==> config.mk <==
export PLATFORM = sky130hd
export DESIGN_NAME = ram_arbiter_flat
export DESIGN_NICKNAME = d
export VERILOG_FILES = /design/src/rtl/ram_arbiter_if.sv /design/src/rtl/ram_arbiter.sv /design/src/flat_wrapper.sv
export SDC_FILE = /design/constraint.sdc
export NUM_CORES = 1
export LEC_CHECK = 0
export ABC_AREA = 1
export CAP_MARGIN = 40
export CORE_AREA = 2 2 599 601
export DETAILED_ROUTE_END_ITERATION = 6
export DIE_AREA = 0 0 601 603
export HOLD_SLACK_MARGIN = 0.02
export PLACE_DENSITY_LB_ADDON = 0.12
export SYNTH_ARGS = -nofsm -noshare
export SYNTH_HDL_FRONTEND = slang
export SYNTH_SLANG_ARGS = --single-unit
==> constraint.sdc <==
create_clock -name Clock -period 2.35 [get_ports Clock]
set_clock_uncertainty 0.2 [all_clocks]
set_input_delay 0.47 -clock Clock [delete_from_list [all_inputs] [get_ports Clock]]
set_output_delay 0.47 -clock Clock [all_outputs]
set_load 0.02 [all_outputs]
==> src/rtl/ram_arbiter_if.sv <==
// Bundle of the two requester ports and the single-port RAM side of ram_arbiter.
// The arbiter connects through the master modport.
// The requesters and the RAM connect through the slave modport.
interface ram_arbiter_if #(
    parameter int unsigned DATA_W = 256,
    parameter int unsigned ADDR_W = 4
);
    // Port A
    logic              AReq;
    logic              AReadWrite;
    logic [ADDR_W-1:0] AAddress;
    logic [DATA_W-1:0] ADataIn;
    logic [DATA_W-1:0] ADataOut;
    logic              AAck;

    // Port B
    logic              BReq;
    logic              BReadWrite;
    logic [ADDR_W-1:0] BAddress;
    logic [DATA_W-1:0] BDataIn;
    logic [DATA_W-1:0] BDataOut;
    logic              BAck;

    // RAM side
    logic              MemEnable;
    logic              MemReadWrite;
    logic [ADDR_W-1:0] MemAddress;
    logic [DATA_W-1:0] MemDataIn;
    logic [DATA_W-1:0] MemDataOut;

    logic              Busy;

    modport master (
        input  AReq, AReadWrite, AAddress, ADataIn,
        output ADataOut, AAck,
        input  BReq, BReadWrite, BAddress, BDataIn,
        output BDataOut, BAck,
        output MemEnable, MemReadWrite, MemAddress, MemDataIn,
        input  MemDataOut,
        output Busy
    );

    modport slave (
        output AReq, AReadWrite, AAddress, ADataIn,
        input  ADataOut, AAck,
        output BReq, BReadWrite, BAddress, BDataIn,
        input  BDataOut, BAck,
        input  MemEnable, MemReadWrite, MemAddress, MemDataIn,
        output MemDataOut,
        input  Busy
    );
endinterface

==> src/rtl/ram_arbiter.sv <==
// Two-port round-robin arbiter in front of a single-port synchronous RAM.
// Each transaction runs IDLE -> ACCESS -> (CAPTURE for reads) -> DONE.
// All RAM-side outputs, acks, read data and Busy come straight from flops.
module ram_arbiter #(
    parameter int unsigned DATA_W = 256,
    parameter int unsigned ADDR_W = 4
) (
    input  logic          Clock,
    input  logic          nReset,
    ram_arbiter_if.master bus
);

    typedef enum logic [1:0] {
        StIdle    = 2'd0,
        StAccess  = 2'd1,
        StCapture = 2'd2,
        StDone    = 2'd3
    } state_e;

    state_e state_q, state_d;

    logic              win_b_q, win_b_d;    // port being served, 1 = B
    logic              last_b_q, last_b_d;  // last completed grant, 1 = B (so A wins the next tie)
    logic              mem_en_q, mem_en_d;
    logic              mem_rw_q, mem_rw_d;
    logic [ADDR_W-1:0] mem_addr_q, mem_addr_d;
    logic [DATA_W-1:0] mem_din_q, mem_din_d;
    logic              a_ack_q, a_ack_d;
    logic              b_ack_q, b_ack_d;
    logic              busy_q, busy_d;
    logic [DATA_W-1:0] a_dout_q, a_dout_d;
    logic [DATA_W-1:0] b_dout_q, b_dout_d;

    logic              grant_b;
    logic              enter_done;

    // Next-state and registered-output logic for the transaction FSM.
    always_comb begin
        state_d    = state_q;
        win_b_d    = win_b_q;
        last_b_d   = last_b_q;
        mem_en_d   = mem_en_q;
        mem_rw_d   = mem_rw_q;
        mem_addr_d = mem_addr_q;
        mem_din_d  = mem_din_q;
        a_ack_d    = 1'b0;
        b_ack_d    = 1'b0;
        busy_d     = busy_q;
        a_dout_d   = a_dout_q;
        b_dout_d   = b_dout_q;
        grant_b    = 1'b0;
        enter_done = 1'b0;

        unique case (state_q)
            StIdle: begin
                // A lone requester wins; on a tie the port not granted last wins.
                grant_b = bus.BReq & (~bus.AReq | ~last_b_q);
                if (bus.AReq | bus.BReq) begin
                    state_d    = StAccess;
                    win_b_d    = grant_b;
                    mem_en_d   = 1'b1;
                    mem_rw_d   = grant_b ? bus.BReadWrite : bus.AReadWrite;
                    mem_addr_d = grant_b ? bus.BAddress   : bus.AAddress;
                    mem_din_d  = grant_b ? bus.BDataIn    : bus.ADataIn;
                end
            end
            StAccess: begin
                if (mem_rw_q) begin
                    state_d = StCapture;
                end else begin
                    enter_done = 1'b1;
                end
            end
            StCapture: begin
                // RAM data became valid at the edge that left ACCESS.
                enter_done = 1'b1;
                if (win_b_q) begin
                    b_dout_d = bus.MemDataOut;
                end else begin
                    a_dout_d = bus.MemDataOut;
                end
            end
            StDone: begin
                state_d = StIdle;
            end
            default: begin
                state_d = StIdle;
            end
        endcase

        // RAM is released, the winner is acked and the pointer moves on entry to DONE.
        if (enter_done) begin
            state_d  = StDone;
            mem_en_d = 1'b0;
            last_b_d = win_b_q;
            a_ack_d  = ~win_b_q;
            b_ack_d  = win_b_q;
        end

        busy_d = (state_d != StIdle);
    end

    // FSM state and arbitration pointer registers.
    always_ff @(posedge Clock or negedge nReset) begin
        if (!nReset) begin
            state_q  <= StIdle;
            win_b_q  <= 1'b0;
            last_b_q <= 1'b1;
        end else begin
            state_q  <= state_d;
            win_b_q  <= win_b_d;
            last_b_q <= last_b_d;
        end
    end

    // Registered RAM controls, acks, Busy and per-port read data.
    always_ff @(posedge Clock or negedge nReset) begin
        if (!nReset) begin
            mem_en_q   <= 1'b0;
            mem_rw_q   <= 1'b0;
            mem_addr_q <= '0;
            mem_din_q  <= '0;
            a_ack_q    <= 1'b0;
            b_ack_q    <= 1'b0;
            busy_q     <= 1'b0;
            a_dout_q   <= '0;
            b_dout_q   <= '0;
        end else begin
            mem_en_q   <= mem_en_d;
            mem_rw_q   <= mem_rw_d;
            mem_addr_q <= mem_addr_d;
            mem_din_q  <= mem_din_d;
            a_ack_q    <= a_ack_d;
            b_ack_q    <= b_ack_d;
            busy_q     <= busy_d;
            a_dout_q   <= a_dout_d;
            b_dout_q   <= b_dout_d;
        end
    end

    assign bus.MemEnable    = mem_en_q;
    assign bus.MemReadWrite = mem_rw_q;
    assign bus.MemAddress   = mem_addr_q;
    assign bus.MemDataIn    = mem_din_q;
    assign bus.AAck         = a_ack_q;
    assign bus.BAck         = b_ack_q;
    assign bus.Busy         = busy_q;
    assign bus.ADataOut     = a_dout_q;
    assign bus.BDataOut     = b_dout_q;

endmodule

==> src/flat_wrapper.sv <==
// flat-port wrapper written by rule: the top's interface ports become plain ports
module ram_arbiter_flat 
#(
    parameter int unsigned DATA_W = 256,
    parameter int unsigned ADDR_W = 4
)
  (Clock, nReset, bus_AReq, bus_AReadWrite, bus_AAddress, bus_ADataIn, bus_ADataOut, bus_AAck, bus_BReq, bus_BReadWrite, bus_BAddress, bus_BDataIn, bus_BDataOut, bus_BAck, bus_MemEnable, bus_MemReadWrite, bus_MemAddress, bus_MemDataIn, bus_MemDataOut, bus_Busy);
  ram_arbiter_if #(.DATA_W(DATA_W), .ADDR_W(ADDR_W)) bus_i ();
  input  logic Clock;
  input  logic nReset;
  input wire logic [$bits(bus_i.AReq)-1:0] bus_AReq;
  input wire logic [$bits(bus_i.AReadWrite)-1:0] bus_AReadWrite;
  input wire logic [$bits(bus_i.AAddress)-1:0] bus_AAddress;
  input wire logic [$bits(bus_i.ADataIn)-1:0] bus_ADataIn;
  output wire logic [$bits(bus_i.ADataOut)-1:0] bus_ADataOut;
  output wire logic [$bits(bus_i.AAck)-1:0] bus_AAck;
  input wire logic [$bits(bus_i.BReq)-1:0] bus_BReq;
  input wire logic [$bits(bus_i.BReadWrite)-1:0] bus_BReadWrite;
  input wire logic [$bits(bus_i.BAddress)-1:0] bus_BAddress;
  input wire logic [$bits(bus_i.BDataIn)-1:0] bus_BDataIn;
  output wire logic [$bits(bus_i.BDataOut)-1:0] bus_BDataOut;
  output wire logic [$bits(bus_i.BAck)-1:0] bus_BAck;
  output wire logic [$bits(bus_i.MemEnable)-1:0] bus_MemEnable;
  output wire logic [$bits(bus_i.MemReadWrite)-1:0] bus_MemReadWrite;
  output wire logic [$bits(bus_i.MemAddress)-1:0] bus_MemAddress;
  output wire logic [$bits(bus_i.MemDataIn)-1:0] bus_MemDataIn;
  input wire logic [$bits(bus_i.MemDataOut)-1:0] bus_MemDataOut;
  output wire logic [$bits(bus_i.Busy)-1:0] bus_Busy;
  assign bus_i.AReq = bus_AReq;
  assign bus_i.AReadWrite = bus_AReadWrite;
  assign bus_i.AAddress = bus_AAddress;
  assign bus_i.ADataIn = bus_ADataIn;
  assign bus_ADataOut = bus_i.ADataOut;
  assign bus_AAck = bus_i.AAck;
  assign bus_i.BReq = bus_BReq;
  assign bus_i.BReadWrite = bus_BReadWrite;
  assign bus_i.BAddress = bus_BAddress;
  assign bus_i.BDataIn = bus_BDataIn;
  assign bus_BDataOut = bus_i.BDataOut;
  assign bus_BAck = bus_i.BAck;
  assign bus_MemEnable = bus_i.MemEnable;
  assign bus_MemReadWrite = bus_i.MemReadWrite;
  assign bus_MemAddress = bus_i.MemAddress;
  assign bus_MemDataIn = bus_i.MemDataIn;
  assign bus_i.MemDataOut = bus_MemDataOut;
  assign bus_Busy = bus_i.Busy;
  ram_arbiter #(.DATA_W(DATA_W), .ADDR_W(ADDR_W)) u_core (.Clock(Clock), .nReset(nReset), .bus(bus_i));
endmodule
-- After elaboration in Yosys (flattened, before gate mapping)
Index checks and enable logic that the tools add are counted.
- flip-flop bits (word level): 781
- bits of input ports: 782
- output and inout bits: 777
- word-level logic and storage cells: 43
- eq/ne operators: 3
- multiplexer cells: 14
- bitwise logic cells: 6
- reduce and logical (&&, ||, !) cells: 8
- operators with widths (cell ; number):
    256-bit 2-to-1 mux ; 1
    2-bit AND reduction ; 4
    1-bit 2-to-1 mux ; 7
    2-bit 2-to-1 mux ; 3
    2-bit case mux with 3 select lines ; 1
    2-bit nonzero test ; 3
    2-bit == test (second input constant) ; 2
    4-bit 2-to-1 mux ; 1
    1-bit inverter ; 3
    2-bit by 1-bit == test with 1-bit output (second input constant) ; 1
    2-bit zero test ; 1
    1-bit bitwise OR ; 2
    1-bit case mux with 2 select lines ; 1
    1-bit AND ; 1

-- Depth between registers and ports, before layout
Gate-level depths: netlist (run 1).
- depth in word-level cells: 5
- gate-level depth with buffers: 9
- gate-level depth less buffers: 7

-- Worst setup path before layout (run 1)
OpenSTA, ideal clock, no wires.
- kind: register to register
- from: reg u_core.state_q[0]
- to: reg u_core.mem_din_q[185], in the netlist u_core.bus.MemDataIn[185]
- setup time: 117 ps
- data arrival time: 1397 ps
- data required time: 2033 ps
- setup slack: 636 ps
- cell stages (with the launch flop): 10
- path buffers: 2
- period minus slack after synthesis: 1714 ps
- path through: dfrtp_1 -> inv_1 -> ha_1 -> inv_1 -> nor2_1 -> inv_2 -> buf_2 -> clkbuf_1 -> nand2_1 -> nand2_1
- cells in the longest elaborated chain, start to end: 2
- ends and longest elaborated chain (what ; line ; source):
    start: declaration ; ram_arbiter.sv:20 ; state_e state_q, state_d;
    start signal: assignment ; ram_arbiter.sv:106 ; state_q <= StIdle;
    start signal: assignment ; ram_arbiter.sv:110 ; state_q <= state_d;
    2-bit zero test ; ram_arbiter.sv:54 ; unique case (state_q)
    2-bit AND reduction (no source line) ; - ;
    end signal: assignment ; ram_arbiter.sv:132 ; mem_din_q <= mem_din_d;
    end: declaration ; ram_arbiter.sv:27 ; logic [DATA_W-1:0] mem_din_q, mem_din_d;
No other way between the ends.
A chain may end at the register's enable or synchronous reset.

-- Worst setup path after layout (run 1)
- from: reg u_core.b_dout_q[232], in the netlist u_core.bus.BDataOut[232]
- to: out bus_BDataOut[232]
- RTL lines (what ; line ; source):
    start: declaration ; ram_arbiter.sv:32 ; logic [DATA_W-1:0] b_dout_q, b_dout_d;
    start signal: assignment ; ram_arbiter.sv:137 ; b_dout_q <= b_dout_d;
    end: declaration ; flat_wrapper.sv:21 ; output wire logic [$bits(bus_i.BDataOut)-1:0] bus_BDataOut;
No word-level cell between the ends.

==> results of run 1 <==
-- synth_stat cells --
| library cell | number | share of area |
|---|---|---|
| inv_2 | 1 | 0.00012 |
| nand2_1 | 1825 | 0.21 |
| nand2_2 | 2 | 0.00039 |
| clkbuf_1 | 126 | 0.015 |
| inv_1 | 269 | 0.031 |
| buf_2 | 96 | 0.015 |
| buf_1 | 27 | 0.0031 |
| o21ai_0 | 516 | 0.079 |
| buf_6 | 1 | 0.00035 |
| nand3_1 | 264 | 0.041 |
| nor2_1 | 4 | 0.00046 |
| dfrtp_1 | 780 | 0.60 |
| ha_1 | 4 | 0.0015 |
| buf_4 | 4 | 0.00092 |
| dfstp_2 | 1 | 0.00081 |
-- logic make-up after synthesis --
group,share of synthesized area
adder cells (fa/ha/maj),0.00154
buffers and inverters,0.0649
flip-flops,0.602
AO/OA/AOI/OAI,0.0795
AND/OR/NAND/NOR,0.252
-- metrics by stage --
step / cells / hold slack [ps]
floorplan: 3920 / -25.6
global placement: 10200 / 261
detailed placement: 10200 / 264
CTS: 10600 / 20.3
global route: 10700 / 84.4
finish: 10700 / 112
-- flip-flops by register name, summed over array words and instances (netlist names), 2 cells and up --
name                   cells
u_core.bus.ADataOut      256
u_core.bus.BDataOut      256
u_core.bus.MemDataIn     256
u_core.bus.MemAddress      4
u_core.state_q             2
-- where the power goes --
| group | internal [mW] | switching, mW |
|---|---|---|
| logic | 14.4 | 25.7 |
| clock network | 10.1 | 7.22 |
| registers | 20.1 | 4.23 |
-- how the worst max path moves through the flow --
stage                              startpoint                         to  cells after the start
finish               u_core.bus.BDataOut[232]          bus_BDataOut[232]                      1
global route         u_core.bus.BDataOut[225]          bus_BDataOut[225]                      1
CTS                 u_core.bus.MemDataIn[183]         bus_MemDataIn[183]                      1
detailed placement                   bus_AReq  u_core.bus.MemDataIn[126]                      9
global placement                     bus_AReq  u_core.bus.MemDataIn[126]                      9
floorplan                   u_core.state_q[0]  u_core.bus.MemDataIn[185]                      9
-- metal layers --
layer	up-vias	share of wire
met3	259	0.082
met5	-	0.00063
met4	26	0.019
met2	1083	0.54
met1	16200	0.36
li1	16000	-
-- final cells by class --
cell class,count,area (um^2),area share
antenna,13,32.5,0.000528
clock buffer,172,3320,0.0539
clock inverter,24,294,0.00477
inverter,270,1020,0.0166
multi-input combinational,2615,10900,0.177
sequential,781,19600,0.317
tap,4751,5940,0.0964
timing repair buffer,2039,20600,0.334
-- repair_timing --
item                                    in CTS  in global routing
hold buffers                               297                  0
cloned                                       0                  1
hold endpoints to repair                  1042                  0
pin swaps                                    0                  1
endpoints found under the setup margin     756                 35
resized for setup                         1878                  6
setup buffers                                0                  3
==> flow_summary.toml, run 1 <==
[synthesis]
yosysUniqueCellTypes = 15
ys_seq_elements = 781
postSynthAreaPerCell_um2 = 8.29
synth_cells = 3920
yosysSeqAreaShare = 0.602
yosys_warnings = 0
synth_area_um2 = 32500
synth_nets = 4706

[sta]
finalHoldViolations = 0
worst_pin_slew_ps = 657
grt_setup_unrepaired = "no"
setup_ws_ps = 109
max_slew_margin = 0.562
final_min_period_over_clock_period = 0.954
timing.fmax_mhz = 446
post-route-min-period_ps = 2240
finalSetupViolCount = 0
tns_ps = 0
drv_slew = 0

[outcome]
status = "completed"

[clocking]
cts_tree = "done"
clk_latency_ps = 860
clk_pin_slew_worst_paths_ps = 60
cts_sinks = 781
cts_buffer_depth = 4
cts_htree_levels = 3
numCtsBuffers = 115
clock-root-buffer = "clkbuf_16"

[placement]
dpl_cell_area_um2 = 55000
dpl_worst_slack_ps = -190
hpwl_um = 198000
gp_congestion = 0.814
numPortBuffers = 1558

[setup_path]
cp_top_family = "flip-flops"
required_ps = 1680
worstPathMaxFanout = 2
r2r_cells = 9
reg2reg_from = "u_core.last_b_q"
start_kind = "flip-flop"
worstPathArrival_ps = 1570
cp.buffers_inverters = 1
worstPathCellList = "dlygate4sd2_1"
end_kind = "output port"
r2r_slack_ps = 130
cp_slowest_cell = "dfrtp_1"
r2r_end = "u_core.bus.MemDataIn[17]"
path_class = "flip-flop to output port"
critPathMaxStageDelay_ps = 400

[min_path]
hold_path_class = "input pin to flip-flop"
whs_endpoint = "u_core.bus.BDataOut[34]"
hold_start = "bus_MemDataOut[34]"
hold_path_depth = 3

[layout]
fillers = 40200
finish.utilization = 0.174
fin_nets = 6608
stdcell_area_um2 = 61700
final_common_cell = "nand2_1"
drive_above_1_share = 0.140
area_delta_synth_final_pct = 89.8
final_cell_mix = "nand2_1, clkdlybuf4s50_1, dfrtp_1"

[pwr]
power.leakage_nw = 28.8
peakVddDrop_v = 0.000670
finalPower_mw = 81.7
power.density_nw_per_um2 = 1330

[die]
floorplan.initialDensity = 0.0914
num_io_pins = 1559
die_area_um2 = 362000
rows = 219
dieHeight_um = 603
design.core.area_um2 = 355000
fp.dieW_um = 601

[route]
drtAntennaViolNets = 0
firstDrtPassIters = 5
num_vias = 33600
drc = 0
post_drt_wl_per_cell_um = 22.9
drt_wl_total_um = 244000
dr.first_iter.drc_count = 1734
post_drt_via_cell_ratio = 3.15

[grt]
use_met2 = 0.251
antenna_found_initial = 53
busiest_layer = "met2"
use_met3 = 0.0481
grt_pass1_vias = 36000
grtUsageMet1 = 0.134
grt_usage = 0.131
grt_max_degree = 110
grt_pass1_wl_um = 329000
overflow = 0

[run]
max_cap_viol_count = 0
Note: power is estimated with default switching activity, not from simulation.
==> run 2, diff against run 1 <==
--- a/config.mk
+++ b/config.mk
@@ -8,4 +8,5 @@
 export ABC_AREA = 1
-export CAP_MARGIN = 40
+export CAP_MARGIN = 20
 export CORE_AREA = 2 2 599 601
+export CTS_CLUSTER_SIZE = 16
 export DETAILED_ROUTE_END_ITERATION = 6
==> constraint.sdc (replaced) <==
create_clock -name Clock -period 2.35 [get_ports Clock]
set_clock_uncertainty 0.2 [all_clocks]
set_input_delay 0.235 -clock Clock [delete_from_list [all_inputs] [get_ports Clock]]
set_output_delay 0.235 -clock Clock [all_outputs]
set_load 0.02 [all_outputs]
==> flow_summary.toml, run 2 (synthesis results as in run 1) <==
[outcome]
status = "completed"

[grt]
antenna_found_initial = 54
overflow = 0
grt_max_degree = 90
grt_pass1_vias = 38800
grt_pass1_wl_um = 335000
grt_usage = 0.132

[route]
post_drt_wl_per_cell_um = 22.1
drc = 0
firstDrtPassIters = 5
post_drt_via_cell_ratio = 3.17
num_vias = 35300
drt_wl_total_um = 247000
drtAntennaViolNets = 0
dr.first_iter.drc_count = 1644

[sta]
finalSetupViolCount = 0
finalHoldViolations = 0
final_min_period_over_clock_period = 0.958
drv_slew = 0
grt_setup_unrepaired = "no"
tns_ps = 0
timing.fmax_mhz = 444
setup_ws_ps = 98.8
max_slew_margin = 0.513
worst_pin_slew_ps = 727
post-route-min-period_ps = 2250

[clocking]
clk_pin_slew_worst_paths_ps = 60
numCtsBuffers = 116
cts_buffer_depth = 4
cts_sinks = 781
cts_tree = "done"
clock-root-buffer = "clkbuf_16"
cts_htree_levels = 3
clk_latency_ps = 840

[layout]
drive_above_1_share = 0.0631
fin_nets = 7086
fillers = 40200
final_cell_mix = "nand2_1, clkdlybuf4s50_1, dfrtp_1"
final_cell_count_no_fill = 11200
final_common_cell = "nand2_1"
area_delta_synth_final_pct = 103

[setup_path]
required_ps = 2890
path_class = "flip-flop to flip-flop"
worstPathMaxFanout = 16
end_kind = "flip-flop"
start_kind = "flip-flop"
worstPathArrival_ps = 2790
r2r_cells = 8

[die]
rows = 219
fp.dieW_um = 601
num_io_pins = 1559
design.core.area_um2 = 355000
dieHeight_um = 603
die_area_um2 = 362000
floorplan.initialDensity = 0.0914

[placement]
place_inst = 10200
numPortBuffers = 1558
hpwl_um = 199000
gp_congestion = 0.806
dpl_worst_slack_ps = 67.7

[pwr]
power.leakage_nw = 31.6
finalPower_mw = 81.9
power.density_nw_per_um2 = 1240
peakVddDrop_v = 0.000661

[min_path]
hold_path_depth = 3
hold_path_class = "input pin to flip-flop"

[run]
max_cap_viol_count = 0
-- run 2: cell count changes in the layout (fill, tap and decap cells not counted), moves of 67 or more --
cell | previous run | this run
clkdlybuf4s15_2 | 355 | 3
dlygate4sd2_1 | 205 | 662
buf_2 | 67 | 0
clkdlybuf4s50_1 | 779 | 870
clkdlybuf4s15_1 | 121 | 3
dlygate4sd3_1 | 297 | 757
-- run 2: what timing repair did --
action                                  in CTS  in global routing
endpoints found under the setup margin     668                 15
hold buffers                               758                  0
resized for setup                          681                  8
buffers inserted                             0                 11
gates cloned                                 0                  3
hold endpoints to repair                  1487                  0
pin swaps                                    0                  1
-- run 2: path summary, 6_finish.rpt --
| path | from | endpoint | slack [ps] |
|---|---|---|---|
| max reg2reg | u_core.last_b_q | u_core.bus.MemDataIn[251] | 100 |
| min reg2reg | u_core.bus.MemDataIn[0] | u_core.bus.MemDataIn[0] | 270 |
| max | u_core.last_b_q | u_core.bus.MemDataIn[251] | 100 |
| min | bus_MemDataOut[255] | u_core.bus.BDataOut[255] | 20 |
| max in group asynchronous | nReset | u_core.bus.BDataOut[64] | 670 |
| min in group asynchronous | nReset | u_core.bus.BDataOut[61] | 140 |
-- run 2: through the flow --
| step | hold WS [ps] | cell area [um^2] | util |
|---|---|---|---|
| floorplan | -261 | 32500 | - |
| global placement | 84.7 | 55100 | 0.155 |
| detailed placement | 84.1 | 55100 | 0.155 |
| CTS | 26.1 | 65600 | 0.185 |
| global route | 24.2 | 65900 | 0.185 |
| finish | 21.2 | 65900 | 0.185 |
-- run 2: routing by layer --
metal | vias up | track usage | part of all wire
li1 | 17000 | - | -
met1 | 16900 | 0.137 | 0.37
met2 | 1127 | 0.247 | 0.52
met3 | 302 | 0.0448 | 0.076
met4 | 20 | 0.0435 | 0.034
met5 | - | 0 | 0.00050
-- run 2: critical path, cell delays in order, from the launching register on --
cell           delay [ps]
dfstp_2               590
nand2_8                90
buf_16                180
buf_4                 210
nand3_1                80
dlygate4sd3_1         550
nand2_1               100
nand2_1                80
nand2_1                50
-- run 2: area by class of cell --
cell class / count / area [um^2] / area share
clock inverters: 35 / 427 / 0.00648
multi-input cells: 2615 / 10900 / 0.165
clock buffers: 171 / 3330 / 0.0505
inverters: 270 / 1020 / 0.0155
repair buffers: 2516 / 24700 / 0.374
diodes: 22 / 55.1 / 0.000836
well taps: 4751 / 5940 / 0.0902
flip-flops and latches: 781 / 19600 / 0.297
-- run 2: where the power goes --
group	internal [mW]	leakage (nW)	switching, mW
registers	20.1	9.64	4.03
clock network	10.5	1.83	7.25
logic	14.0	20.1	25.9
